`src/rtl/com_bus_arbiter_rr_if.sv`:
```
// Request/grant bundle between the MESI cache controllers, the memory snoop port
// and the common-bus arbiter.
interface com_bus_arbiter_rr_if #(
  parameter int NUM_PROC  = 8,
  parameter int NUM_SNOOP = 4
);
  logic [NUM_PROC-1:0]  Com_Bus_Req_proc;
  logic [NUM_SNOOP-1:0] Com_Bus_Req_snoop;
  logic                 Mem_snoop_req;
  logic [NUM_PROC-1:0]  Com_Bus_Gnt_proc;
  logic [NUM_SNOOP-1:0] Com_Bus_Gnt_snoop;
  logic                 Mem_snoop_gnt;
  logic                 Bus_busy;
  logic                 Timeout_err;

  modport master (
    output Com_Bus_Req_proc,
    output Com_Bus_Req_snoop,
    output Mem_snoop_req,
    input  Com_Bus_Gnt_proc,
    input  Com_Bus_Gnt_snoop,
    input  Mem_snoop_gnt,
    input  Bus_busy,
    input  Timeout_err
  );

  modport slave (
    input  Com_Bus_Req_proc,
    input  Com_Bus_Req_snoop,
    input  Mem_snoop_req,
    output Com_Bus_Gnt_proc,
    output Com_Bus_Gnt_snoop,
    output Mem_snoop_gnt,
    output Bus_busy,
    output Timeout_err
  );
endinterface

```
`src/rtl/com_bus_arbiter_rr.sv`:
```
// Common-bus arbiter: memory > (starved proc) > snoop > proc, round-robin within each
// class, one turnaround cycle between grants and a hold-time watchdog.
module com_bus_arbiter_rr #(
  parameter int NUM_PROC     = 8,
  parameter int NUM_SNOOP    = 4,
  parameter int STARVE_LIMIT = 4,
  parameter int MAX_HOLD     = 64
) (
  input  logic               clk,
  input  logic               rst_n,
  com_bus_arbiter_rr_if.slave bus
);

  localparam int PPW = (NUM_PROC > 1) ? $clog2(NUM_PROC) : 1;
  localparam int SPW = (NUM_SNOOP > 1) ? $clog2(NUM_SNOOP) : 1;
  localparam int CW  = (STARVE_LIMIT > 0) ? $clog2(STARVE_LIMIT + 1) : 1;
  localparam int HW  = (MAX_HOLD > 1) ? $clog2(MAX_HOLD) : 1;

  typedef enum logic [2:0] {
    IDLE,
    GNT_MEM,
    GNT_SNOOP,
    GNT_PROC,
    RELEASE
  } state_e;

  state_e               state_q;
  logic [NUM_PROC-1:0]  req_proc_q;
  logic [NUM_SNOOP-1:0] req_snoop_q;
  logic                 req_mem_q;
  logic [NUM_PROC-1:0]  gnt_proc_q;
  logic [NUM_SNOOP-1:0] gnt_snoop_q;
  logic                 gnt_mem_q;
  logic                 busy_q;
  logic                 timeout_q;
  logic [PPW-1:0]       proc_ptr_q;
  logic [SPW-1:0]       snoop_ptr_q;
  logic [CW-1:0]        starve_q;
  logic [HW-1:0]        hold_q;

  logic                 proc_found_d;
  logic [PPW-1:0]       proc_pick_d;
  logic                 snoop_found_d;
  logic [SPW-1:0]       snoop_pick_d;
  logic                 held_d;
  logic                 wd_expire_d;
  logic                 proc_pend_d;
  logic                 starve_hit_d;
  logic                 take_proc_d;
  int                   pidx;
  int                   sidx;

  function automatic logic [CW-1:0] starve_inc(input logic [CW-1:0] v);
    return (v == CW'(STARVE_LIMIT)) ? v : v + CW'(1);
  endfunction

  function automatic logic [PPW-1:0] proc_ptr_next(input logic [PPW-1:0] idx);
    return (idx == PPW'(NUM_PROC - 1)) ? '0 : idx + PPW'(1);
  endfunction

  function automatic logic [SPW-1:0] snoop_ptr_next(input logic [SPW-1:0] idx);
    return (idx == SPW'(NUM_SNOOP - 1)) ? '0 : idx + SPW'(1);
  endfunction

  // Round-robin search over the registered requests, starting at each class pointer.
  always_comb begin
    proc_found_d = 1'b0;
    proc_pick_d  = '0;
    pidx         = 0;
    for (int k = 0; k < NUM_PROC; k++) begin
      pidx = (int'(proc_ptr_q) + k) % NUM_PROC;
      if (!proc_found_d && req_proc_q[PPW'(pidx)]) begin
        proc_found_d = 1'b1;
        proc_pick_d  = PPW'(pidx);
      end
    end
  end

  always_comb begin
    snoop_found_d = 1'b0;
    snoop_pick_d  = '0;
    sidx          = 0;
    for (int k = 0; k < NUM_SNOOP; k++) begin
      sidx = (int'(snoop_ptr_q) + k) % NUM_SNOOP;
      if (!snoop_found_d && req_snoop_q[SPW'(sidx)]) begin
        snoop_found_d = 1'b1;
        snoop_pick_d  = SPW'(sidx);
      end
    end
  end

  // The holder is judged on its live request so a drop releases the bus on the next edge.
  always_comb begin
    case (state_q)
      GNT_MEM:   held_d = bus.Mem_snoop_req;
      GNT_SNOOP: held_d = |(bus.Com_Bus_Req_snoop & gnt_snoop_q);
      GNT_PROC:  held_d = |(bus.Com_Bus_Req_proc & gnt_proc_q);
      default:   held_d = 1'b0;
    endcase
  end

  assign wd_expire_d  = (MAX_HOLD != 0) && (hold_q == HW'(MAX_HOLD - 1));
  assign proc_pend_d  = |req_proc_q;
  assign starve_hit_d = (starve_q == CW'(STARVE_LIMIT));
  assign take_proc_d  = proc_found_d && (starve_hit_d || !snoop_found_d);

  always_ff @(posedge clk or negedge rst_n) begin
    if (!rst_n) begin
      state_q     <= IDLE;
      req_proc_q  <= '0;
      req_snoop_q <= '0;
      req_mem_q   <= 1'b0;
      gnt_proc_q  <= '0;
      gnt_snoop_q <= '0;
      gnt_mem_q   <= 1'b0;
      busy_q      <= 1'b0;
      timeout_q   <= 1'b0;
      proc_ptr_q  <= '0;
      snoop_ptr_q <= '0;
      starve_q    <= '0;
      hold_q      <= '0;
    end else begin
      req_proc_q  <= bus.Com_Bus_Req_proc;
      req_snoop_q <= bus.Com_Bus_Req_snoop;
      req_mem_q   <= bus.Mem_snoop_req;
      timeout_q   <= 1'b0;
      if (!proc_pend_d) begin
        starve_q <= '0;
      end
      case (state_q)
        IDLE: begin
          if (req_mem_q) begin
            state_q   <= GNT_MEM;
            gnt_mem_q <= 1'b1;
            busy_q    <= 1'b1;
            hold_q    <= '0;
            if (proc_pend_d) begin
              starve_q <= starve_inc(starve_q);
            end
          end else if (take_proc_d) begin
            state_q    <= GNT_PROC;
            gnt_proc_q <= NUM_PROC'(1) << proc_pick_d;
            proc_ptr_q <= proc_ptr_next(proc_pick_d);
            busy_q     <= 1'b1;
            hold_q     <= '0;
            starve_q   <= '0;
          end else if (snoop_found_d) begin
            state_q     <= GNT_SNOOP;
            gnt_snoop_q <= NUM_SNOOP'(1) << snoop_pick_d;
            snoop_ptr_q <= snoop_ptr_next(snoop_pick_d);
            busy_q      <= 1'b1;
            hold_q      <= '0;
            if (proc_pend_d) begin
              starve_q <= starve_inc(starve_q);
            end
          end
        end
        GNT_MEM, GNT_SNOOP, GNT_PROC: begin
          // A drop coinciding with expiry counts as an ordinary release.
          if (!held_d || wd_expire_d) begin
            state_q     <= RELEASE;
            gnt_proc_q  <= '0;
            gnt_snoop_q <= '0;
            gnt_mem_q   <= 1'b0;
            busy_q      <= 1'b0;
            timeout_q   <= held_d;
          end else begin
            hold_q <= hold_q + HW'(1);
          end
        end
        RELEASE: begin
          state_q <= IDLE;
        end
        default: begin
          state_q     <= IDLE;
          gnt_proc_q  <= '0;
          gnt_snoop_q <= '0;
          gnt_mem_q   <= 1'b0;
          busy_q      <= 1'b0;
        end
      endcase
    end
  end

  assign bus.Com_Bus_Gnt_proc  = gnt_proc_q;
  assign bus.Com_Bus_Gnt_snoop = gnt_snoop_q;
  assign bus.Mem_snoop_gnt     = gnt_mem_q;
  assign bus.Bus_busy          = busy_q;
  assign bus.Timeout_err       = timeout_q;

endmodule
```
`src/flat_wrapper.sv`:
```
// flat-port wrapper written by rule: the top's interface ports become plain ports
module com_bus_arbiter_rr_flat 
#(
  parameter int NUM_PROC     = 8,
  parameter int NUM_SNOOP    = 4,
  parameter int STARVE_LIMIT = 4,
  parameter int MAX_HOLD     = 64
)
  (clk, rst_n, bus_Com_Bus_Req_proc, bus_Com_Bus_Req_snoop, bus_Mem_snoop_req, bus_Com_Bus_Gnt_proc, bus_Com_Bus_Gnt_snoop, bus_Mem_snoop_gnt, bus_Bus_busy, bus_Timeout_err);
  com_bus_arbiter_rr_if #(.NUM_PROC(NUM_PROC), .NUM_SNOOP(NUM_SNOOP)) bus_i ();
  input  logic clk;
  input  logic rst_n;
  input wire logic [$bits(bus_i.Com_Bus_Req_proc)-1:0] bus_Com_Bus_Req_proc;
  input wire logic [$bits(bus_i.Com_Bus_Req_snoop)-1:0] bus_Com_Bus_Req_snoop;
  input wire logic [$bits(bus_i.Mem_snoop_req)-1:0] bus_Mem_snoop_req;
  output wire logic [$bits(bus_i.Com_Bus_Gnt_proc)-1:0] bus_Com_Bus_Gnt_proc;
  output wire logic [$bits(bus_i.Com_Bus_Gnt_snoop)-1:0] bus_Com_Bus_Gnt_snoop;
  output wire logic [$bits(bus_i.Mem_snoop_gnt)-1:0] bus_Mem_snoop_gnt;
  output wire logic [$bits(bus_i.Bus_busy)-1:0] bus_Bus_busy;
  output wire logic [$bits(bus_i.Timeout_err)-1:0] bus_Timeout_err;
  assign bus_i.Com_Bus_Req_proc = bus_Com_Bus_Req_proc;
  assign bus_i.Com_Bus_Req_snoop = bus_Com_Bus_Req_snoop;
  assign bus_i.Mem_snoop_req = bus_Mem_snoop_req;
  assign bus_Com_Bus_Gnt_proc = bus_i.Com_Bus_Gnt_proc;
  assign bus_Com_Bus_Gnt_snoop = bus_i.Com_Bus_Gnt_snoop;
  assign bus_Mem_snoop_gnt = bus_i.Mem_snoop_gnt;
  assign bus_Bus_busy = bus_i.Bus_busy;
  assign bus_Timeout_err = bus_i.Timeout_err;
  com_bus_arbiter_rr #(.NUM_PROC(NUM_PROC), .NUM_SNOOP(NUM_SNOOP), .STARVE_LIMIT(STARVE_LIMIT), .MAX_HOLD(MAX_HOLD)) u_core (.clk(clk), .rst_n(rst_n), .bus(bus_i));
endmodule
```
`config.mk`:
```
export PLATFORM = sky130hd
export DESIGN_NAME = com_bus_arbiter_rr_flat
export DESIGN_NICKNAME = d
export VERILOG_FILES = /design/src/rtl/com_bus_arbiter_rr_if.sv /design/src/rtl/com_bus_arbiter_rr.sv /design/src/flat_wrapper.sv
export SDC_FILE = /design/constraint.sdc
export NUM_CORES = 1
export LEC_CHECK = 0
export CORE_MARGIN = 2
export CORE_UTILIZATION = 58
export CTS_CLUSTER_SIZE = 14
export DETAILED_ROUTE_END_ITERATION = 6
export PLACE_DENSITY_LB_ADDON = 0.05
export SLEW_MARGIN = 30
export SYNTH_ARGS = -nofsm -noshare
export SYNTH_HDL_FRONTEND = slang
export SYNTH_SLANG_ARGS = --single-unit
```
`constraint.sdc`:
```
create_clock -name clk -period 5 [get_ports clk]
set_input_delay 0.75 -clock clk [delete_from_list [all_inputs] [get_ports clk]]
set_output_delay 0.75 -clock clk [all_outputs]
set_load 0.02 [all_outputs]
```
Yosys cells after proc, flatten, opt, wreduce, memory -nomap -nowiden
Cells that the tools add are included.
{"block": "op_classes", "n_eq_ne": 16, "reduce_logical": 39, "n_lt_le_gt_ge": 12, "shift": 2, "bitwise_logic": 5, "n_mul": 0, "n_mux": 98, "div": 0, "n_addsub": 14}
{"operator": "$mux 3", "n": 20}
{"operator": "$mux 1", "n": 43}
{"operator": "$lt 3x5->1 const B", "n": 8}
{"operator": "$bmux 1 s3", "n": 8}
{"operator": "$mux 6", "n": 4}
{"operator": "$mux 8", "n": 3}
{"operator": "$pmux 8 s3", "n": 1}
{"operator": "$lt 2x4->1 const B", "n": 4}
{"operator": "$mux 4", "n": 4}
{"operator": "$reduce_or 8->1", "n": 2}
{"operator": "$add 3x3->3 const B", "n": 4}
{"operator": "$logic_not 1->1", "n": 12}
{"operator": "$pmux 4 s3", "n": 1}
{"operator": "$pmux 6 s2", "n": 1}
{"operator": "$reduce_and 3->1", "n": 4}
{"operator": "$logic_and 1x1->1", "n": 11}
{"operator": "$mux 2", "n": 5}
{"operator": "$add 3x1->3 const B", "n": 3}
{"operator": "$eq 3x3->1 const B", "n": 3}
{"operator": "$pmux 1 s3", "n": 3}
{"operator": "$and 8x8->8", "n": 1}
{"operator": "$bmux 1 s2", "n": 4}
{"operator": "$ne 2x1->1 const B", "n": 4}
{"operator": "$reduce_and 4->1", "n": 2}
{"operator": "22 further kinds", "n": 31}
{"block": "word_totals", "memories": 0, "out_inout_bits": 15, "in_bits": 15, "ramBits": 0, "latch_bits": 0, "register_bits": 45, "rom_bits": 0, "word_cells": 199}

Longest topological paths before layout
Gate-level depths: netlist (run 1).
{"block": "logic_depth", "ltp_word": 29, "mapped_depth": 14, "mapped_depth_nobuf": 11}

Least setup slack after synthesis (run 1)
Ideal clock, no wire load.
{"block": "synth_timing", "kind": "register to register", "from": "register u_core.proc_ptr_q[1]", "to": "register u_core.proc_ptr_q[2]", "arrival_time_ns": 3.709, "path_slack_ns": 1.166, "period_less_slack_ns": 3.834, "required_time_ns": 4.875, "stages_incl_launch_ff": 14, "setup_ns": 0.125, "n_path_buf": 2, "cell_sequence": "dfrtp_1 > clkbuf_1 > inv_1 > ha_1 > buf_6 > mux4_2 > mux2i_1 > a32oi_1 > or2_1 > or4_4 > a21oi_1 > ha_1 > ha_1 > mux2_2"}
{"block": "synth_between", "elab_chain_cells": 27, "word_cells_on_any_way": 66, "cone_classes": "add/sub (8); eq/ne (1); mux (41); reduce/logical (16)"}
{"element": "start: declaration", "line": "com_bus_arbiter_rr.sv:36", "rtl": "logic [PPW-1:0] proc_ptr_q;"}
{"element": "start signal: assignment", "line": "com_bus_arbiter_rr.sv:143", "rtl": "proc_ptr_q <= proc_ptr_next(proc_pick_d);"}
{"element": "parallel branches: the longest is 27 deep, another holds $add 3x1->3"}
Several ways; the timed one is not identified. The select of a mux whose other input is x is not followed.
A chain may end at the register's enable or synchronous reset.

Final worst setup path (run 1)
Ends and elaborated chain as after synthesis.

==> results of run 1 <==
## metal layers
metal | vias up | global-route usage (%) | wire [um]
met4 | 0 | 5.36 | 55
met3 | 5 | 3.88 | 327
li1 | 1210 | - | -
met1 | 1272 | 36.5 | 3180
met2 | 79 | 44.9 | 3790
met5 | - | 0 | 0
## power groups by stage
stage                     clock (W)  sequential, W  combinational, W
final                      0.000277       0.000567           0.00106
after global routing       0.000293       0.000583           0.00117
after CTS                  0.000281       0.000565           0.00106
after detailed placement          0       0.000571           0.00105
after global placement            0       0.000566           0.00104
after floorplan                   0       0.000542          0.000796
## critical path, delay by kind of cell (launching register included)
| kind | cells | cell delay (ps) |
|---|---|---|
| DFF | 1 | 600 |
| and+or+nand+nor | 2 | 880 |
| AOI/OAI and AO/OA | 2 | 370 |
| muxes | 3 | 1020 |
| adders and majority gates | 3 | 1110 |
| buffers and inverters | 1 | 180 |
## final cells by class
cell class	instances	area [um^2]	area share (%)
Multi-Input combinational cell	227	1850	52.3
Sequential cell	45	1130	31.9
Timing Repair Buffer	31	303	8.58
Tap cell	70	87.6	2.48
Clock buffer	6	72.6	2.06
Inverter	15	56.3	1.60
Clock inverter	2	38.8	1.10
## kinds of logic after synthesis
logic type / synth area share (%)
AND/OR/NAND/NOR: 16.4
AO/OA/AOI/OAI: 19.8
flip-flops: 36.1
buffers and inverters: 4.62
multiplexers: 16.3
adder cells (fa/ha/maj): 6.02
XOR/XNOR: 0.803
## synthesized netlist by cell type (3+ instances only)
| cell | instances | area share (%) |
|---|---|---|
| nand2_1 | 39 | 4.7 |
| nor2_1 | 16 | 1.9 |
| a22o_1 | 6 | 1.7 |
| mux2_2 | 9 | 3.3 |
| a21o_1 | 3 | 0.72 |
| a21oi_1 | 13 | 2.1 |
| o2bb2ai_1 | 3 | 0.84 |
| a22oi_1 | 4 | 0.96 |
| o41ai_1 | 3 | 0.84 |
| mux4_2 | 6 | 4.3 |
| dfrtp_1 | 45 | 36 |
| mux4_1 | 8 | 6.7 |
| mux2i_1 | 6 | 1.9 |
| inv_1 | 15 | 1.8 |
| o211ai_1 | 8 | 1.9 |
| o21ai_0 | 6 | 0.96 |
| nand2b_1 | 6 | 1.2 |
| or4_1 | 5 | 1.2 |
| a32o_1 | 3 | 0.96 |
| nor4_1 | 4 | 0.80 |
| nand3_1 | 6 | 0.96 |
| ha_1 | 15 | 6.0 |
| and3_1 | 4 | 0.80 |
| nor2b_1 | 4 | 0.80 |
| clkbuf_1 | 14 | 1.7 |
| nor3_1 | 5 | 0.80 |
## how the worst max path moves through the flow
| stage | start | endpoint | slack [ps] | depth (start not counted) |
|---|---|---|---|---|
| floorplan | u_core.proc_ptr_q[1]$_DFFE_PN0P_ | u_core.proc_ptr_q[2]$_DFFE_PN0P_ | 1170 | 13 |
| global placement | u_core.proc_ptr_q[1]$_DFFE_PN0P_ | u_core.proc_ptr_q[2]$_DFFE_PN0P_ | 860 | 11 |
| detailed placement | u_core.proc_ptr_q[1]$_DFFE_PN0P_ | u_core.proc_ptr_q[2]$_DFFE_PN0P_ | 710 | 11 |
| CTS | u_core.proc_ptr_q[1]$_DFFE_PN0P_ | u_core.proc_ptr_q[2]$_DFFE_PN0P_ | 700 | 11 |
| global route | u_core.proc_ptr_q[1]$_DFFE_PN0P_ | u_core.proc_ptr_q[2]$_DFFE_PN0P_ | 390 | 11 |
| finish | u_core.proc_ptr_q[1]$_DFFE_PN0P_ | u_core.proc_ptr_q[2]$_DFFE_PN0P_ | 720 | 11 |
## flip-flops by register name (all words and copies together), names as in the netlist
signal / cells
u_core.req_mem_q: 1
u_core.bus.Com_Bus_Gnt_proc: 8
u_core.state_q: 3
u_core.bus.Bus_busy: 1
u_core.req_snoop_q: 4
u_core.bus.Com_Bus_Gnt_snoop: 4
u_core.hold_q: 6
u_core.bus.Timeout_err: 1
u_core.proc_ptr_q: 3
u_core.snoop_ptr_q: 2
u_core.bus.Mem_snoop_gnt: 1
u_core.req_proc_q: 8
u_core.starve_q: 3
## stage by stage
stage	utilization [%]	instance area, um^2
floorplan	-	3120
global placement	66.5	3420
detailed placement	66.5	3420
CTS	68.6	3530
global route	68.7	3530
finish	68.7	3530
==> flow_metrics.env, run 1 <==
export IMPL_cp_max_fo=14
export IMPL_synth_edf_count=0
export IMPL_p_comb_share_pct=55.6
export IMPL_initial_core_util_pct=60.6
export IMPL_syn_to_final_growth_pct=13.3
export IMPL_internal_power_w=0.00106
export IMPL_async_flop_share_pct=100
export IMPL_fp_dieH_um=77.3
export IMPL_ant_nets=0
export IMPL_die_x_um=77.3
export IMPL_drive_above_1_share_pct=9.82
export IMPL_io_pins=30
export IMPL_rrSetupSlack_ps=720
export IMPL_row_count=26
export IMPL_final_nets=355
export IMPL_seq_area_frac_synth_pct=36.1
export IMPL_cts_resized=0
export IMPL_hpwl_mm=5.36
export IMPL_postCtsHoldBufs=0
export IMPL_antenna_found_initial=0
export IMPL_initialDrtViolationCount=221
export IMPL_dr_pass1_iters=6
export IMPL_max_slew_margin_pct=43.6
export IMPL_root_buffer="clkbuf_8"
export IMPL_clk_pin_slew_ps=90
export IMPL_grt_max_degree=46
export IMPL_grt_overflow=0
export IMPL_post_cts_setup_buffer_count=0
export IMPL_ys_types=63
export IMPL_power_frac_seq_pct=29.8
export IMPL_max_clock_path_buffers=2
export IMPL_viasPerCell=6.48
export IMPL_power_total_w=0.00190
export IMPL_fin_ws_ps=721
export IMPL_grt_pass1_vias=2518
export IMPL_critPathCaptureType="flip-flop"
export IMPL_drc=0
export IMPL_maxCapViolations=0
export IMPL_outcome="completed"
export IMPL_dp_cells=388
export IMPL_crit_top_cell="ha_1"
export IMPL_path_cells="inv_1 -> ha_1 -> mux4_1 -> mux2i_1 -> a32oi_1 -> or2_1 -> or4_4 -> o22ai_1 -> ha_1 -> ha_1 -> mux2_2"
export IMPL_powerDensity_mw_per_mm2=539
export IMPL_cts_tree="yes"
export IMPL_clkPwrFrac_pct=14.6
export IMPL_timing_critical_path_slowest_stage_cell="ha_1"
export IMPL_worst_slew_pin_slew_ps=840
export IMPL_clock_skew_ps=5.96
export IMPL_slew_viol_final=0
export IMPL_grt_pass1_wl_mm=12.7
export IMPL_hold_viol_final=0
export IMPL_synthFlopType="dfrtp_1"
export IMPL_syn_avg_cell_area_um2=10.2
export IMPL_min_period_ps=4280
export IMPL_synth_nets=335
export IMPL_gp_congestion=0.904
export IMPL_worst_setup_path_start_kind="flip-flop"
export IMPL_syn_area_mm2=0.00312
export IMPL_r2r_end="u_core.proc_ptr_q[2]$_DFFE_PN0P_"
export IMPL_p_sw_w=0.000841
export IMPL_wl_per_cell_um=18.6
export IMPL_synthCells=305
export IMPL_fin_crit_sh_pct=85.6
export IMPL_portBuffers=29
export IMPL_tns_ps=0
export IMPL_critPathKind="reg -> reg"
export IMPL_dp_slack_ps=711
export IMPL_ys_ff_latch=45
export IMPL_ff2ff_path_depth=11
export IMPL_die_area_mm2=0.00597
export IMPL_sw_frac_of_total_pct=44.2
export IMPL_cts_sinks=45
export IMPL_crit_arrival_ps=4470
export IMPL_rsz0062_at_grt="no"
export IMPL_setup_viol=0
export IMPL_yosysWarnings=0
export IMPL_slowest_delay_ps=650
export IMPL_h_tree_depth=2
export IMPL_num_fill_cells=434
export IMPL_mostFrequentLayoutCell="dfrtp_1"
export IMPL_max_freq_ghz=0.234
export IMPL_clk_latency_ps=300
export IMPL_routed_wl_mm=7.35
export IMPL_cts_made_buffers=5
export IMPL_vdd_drop_max_mv=0.370
export IMPL_cp_data_required_time_ps=5190
export IMPL_holdWs_ps=426
export IMPL_hp_class="in -> async"
export IMPL_num_antenna_cells=0
export IMPL_via_count=2566
export IMPL_grt_use_total_pct=26.5
export IMPL_final_cell_mix="45 x dfrtp_1, 39 x nand2_1, 28 x clkdlybuf4s50_1"
export IMPL_reg2reg_from="u_core.proc_ptr_q[1]$_DFFE_PN0P_"
export IMPL_leakage_nw=1.53
export IMPL_instances_no_fill=396
export IMPL_core_area_mm2=0.00514
No activity file was read; power rests on OpenSTA's default activity.
==> run 2: changes to the inputs <==
--- a/config.mk
+++ b/config.mk
@@ -6,7 +6,7 @@
 export NUM_CORES = 1
 export LEC_CHECK = 0
 export CORE_MARGIN = 2
-export CORE_UTILIZATION = 58
+export CORE_UTILIZATION = 52
 export CTS_CLUSTER_SIZE = 14
 export DETAILED_ROUTE_END_ITERATION = 6
 export PLACE_DENSITY_LB_ADDON = 0.05
==> constraint.sdc (replaced) <==
create_clock -name clk -period 3.8 [get_ports clk]
set_input_delay 0.57 -clock clk [delete_from_list [all_inputs] [get_ports clk]]
set_output_delay 0.57 -clock clk [all_outputs]
set_load 0.02 [all_outputs]
==> run 2 against run 1 <==
Against the previous run: clock-buffer cell count is the same; critical path type unchanged; highest routed layer unchanged; wire length fell by 0.87%; largest power group unchanged; non-clock buffer count is 8 higher.
==> flow_metrics.env, run 2 (synthesis gave the netlist of run 1 again) <==
export IMPL_outcome="completed"
export IMPL_initialDrtViolationCount=125
export IMPL_timing_critical_path_slowest_stage_cell="mux4_2"
export IMPL_slowest_delay_ps=590
export IMPL_regArea_mm2=0.00113
export IMPL_h_tree_depth=2
export IMPL_grt_overflow=0
export IMPL_max_freq_ghz=0.283
export IMPL_num_antenna_cells=0
export IMPL_viasPerCell=6.29
export IMPL_maxCapViolations=0
export IMPL_worst_slew_pin_slew_ps=783
export IMPL_max_slew_margin_pct=47.5
export IMPL_crit_buf_inv=1
export IMPL_initial_core_util_pct=53.3
export IMPL_cp_top_family="multiplexers"
export IMPL_power_total_w=0.00252
export IMPL_dr_pass1_iters=4
export IMPL_setup_viol=0
export IMPL_leakage_nw=1.56
export IMPL_slew_viol_final=0
export IMPL_critPathCaptureType="flip-flop"
export IMPL_portBuffers=29
export IMPL_path_cells="inv_1 -> ha_2 -> mux4_2 -> mux2i_2 -> nor2b_1 -> o211ai_1 -> or4_4 -> o22ai_1 -> ha_1 -> ha_1 -> mux2_2"
export IMPL_powerDensity_mw_per_mm2=703
export IMPL_cts_made_buffers=5
export IMPL_fin_crit_sh_pct=93.0
export IMPL_critPathKind="reg -> reg"
export IMPL_wl_per_cell_um=17.9
export IMPL_clock_skew_ps=3.63
export IMPL_syn_to_final_growth_pct=14.9
export IMPL_grt_max_degree=46
export IMPL_ant_nets=0
export IMPL_mostFrequentLayoutCell="dfrtp_1"
export IMPL_cp_data_required_time_ps=3990
export IMPL_dp_cells=401
export IMPL_tns_ps=0
export IMPL_hp_class="in -> async"
export IMPL_routed_wl_mm=7.29
export IMPL_holdWs_ps=254
export IMPL_grt_pass1_wl_mm=12.4
export IMPL_crit_arrival_ps=3720
export IMPL_fp_dieH_um=81.4
export IMPL_worst_setup_path_start_kind="flip-flop"
export IMPL_core_area_mm2=0.00585
export IMPL_via_count=2568
export IMPL_root_buffer="clkbuf_8"
export IMPL_io_pins=30
export IMPL_crit_top_cell="ha_1"
export IMPL_die_x_um=81.4
export IMPL_final_nets=363
export IMPL_drc=0
export IMPL_die_area_mm2=0.00663
export IMPL_clk_pin_slew_ps=80
export IMPL_grt_use_total_pct=24.5
export IMPL_grt_pass1_vias=2527
export IMPL_multiInputGateArea_mm2=0.00185
export IMPL_cts_tree="yes"
export IMPL_min_period_ps=3530
export IMPL_gp_congestion=0.899
export IMPL_max_clock_path_buffers=2
export IMPL_cp_max_fo=8
export IMPL_hpwl_mm=5.17
export IMPL_clk_latency_ps=300
export IMPL_antenna_found_initial=0
export IMPL_hold_viol_final=0
export IMPL_final_cell_mix="45 x dfrtp_1, 39 x nand2_1, 28 x clkdlybuf4s50_1"
export IMPL_rsz0062_at_grt="no"
export IMPL_cts_sinks=45
export IMPL_vdd_drop_max_mv=0.407
export IMPL_row_count=28
export IMPL_drive_above_1_share_pct=12.6
export IMPL_instances_no_fill=408
export IMPL_num_fill_cells=492
run 2: cell types whose count changed in the layout (fill, tap and decap cells not counted), sizes merged:
cell      before  now
buf            3   11
bufinv         1    0
clkinvlp       0    1
clkinv         1    0
run 2: power by group:
group	switching [W]	internal, W	total (W)
clock	0.000163	0.000144	0.000307
combinational	0.000819	0.000685	0.00150
sequential	0.000125	0.000583	0.000708
run 2: timing repair:
action,CTS,global route
endpoints found under the setup margin,0,1
hold buffers,0,0
endpoints found under the hold margin,0,0
buffers inserted,0,0
gates resized for setup,0,2
run 2: layer usage:
layer / share of wire, % / vias up / wire [um] / global-route usage (%)
met4: 1.4 / 0 / 105 / 8.31
li1: - / 1231 / - / -
met1: 46 / 1245 / 3360 / 33.6
met2: 48 / 80 / 3480 / 39.6
met5: 0 / - / 0 / 0
met3: 4.7 / 12 / 345 / 3.56
run 2: final timing paths:
| path | slack [ps] | endpoint | startpoint | cells past startpoint |
|---|---|---|---|---|
| worst max-delay path | 270 | u_core.proc_ptr_q[2]$_DFFE_PN0P_ | u_core.proc_ptr_q[0]$_DFFE_PN0P_ | 11 |
| worst min-delay path | 250 | u_core.req_proc_q[5]$_DFF_PN0_ | rst_n | 1 |
| worst max register to register | 270 | u_core.proc_ptr_q[2]$_DFFE_PN0P_ | u_core.proc_ptr_q[0]$_DFFE_PN0P_ | 11 |
| worst min register to register | 510 | u_core.bus.Bus_busy$_DFFE_PN0P_ | u_core.bus.Bus_busy$_DFFE_PN0P_ | 1 |
| max in group asynchronous | 3150 | u_core.req_snoop_q[0]$_DFF_PN0_ | rst_n | 1 |
| min in group clk | 510 | u_core.bus.Bus_busy$_DFFE_PN0P_ | u_core.bus.Bus_busy$_DFFE_PN0P_ | 1 |
run 2: area by class of cell:
class / count / share of cell area (%)
clock buffers: 6 / 2.31
clock inverters: 1 / 0.210
inverters: 15 / 1.57
multi-input cells: 227 / 51.7
flip-flops and latches: 45 / 31.4
well taps: 75 / 2.62
repair buffers: 39 / 10.1
run 2: metrics by stage:
stage | area (um^2) | setup slack (ps) | util, %
after detailed placement | 3480 | 159 | 59.6
after global routing | 3580 | 49.8 | 61.2
final | 3580 | 265 | 61.2
after CTS | 3570 | 143 | 61.1
after floorplan | 3120 | 0.477 | -
after global placement | 3480 | 304 | 59.5
==> run 3: changes to the inputs <==
--- a/config.mk
+++ b/config.mk
@@ -5,6 +5,7 @@
 export SDC_FILE = /design/constraint.sdc
 export NUM_CORES = 1
 export LEC_CHECK = 0
+export CAP_MARGIN = 20
 export CORE_MARGIN = 2
 export CORE_UTILIZATION = 52
 export CTS_CLUSTER_SIZE = 14
==> results of run 3 <==
Final layout, timing and power as in run 2 (identical DEF).
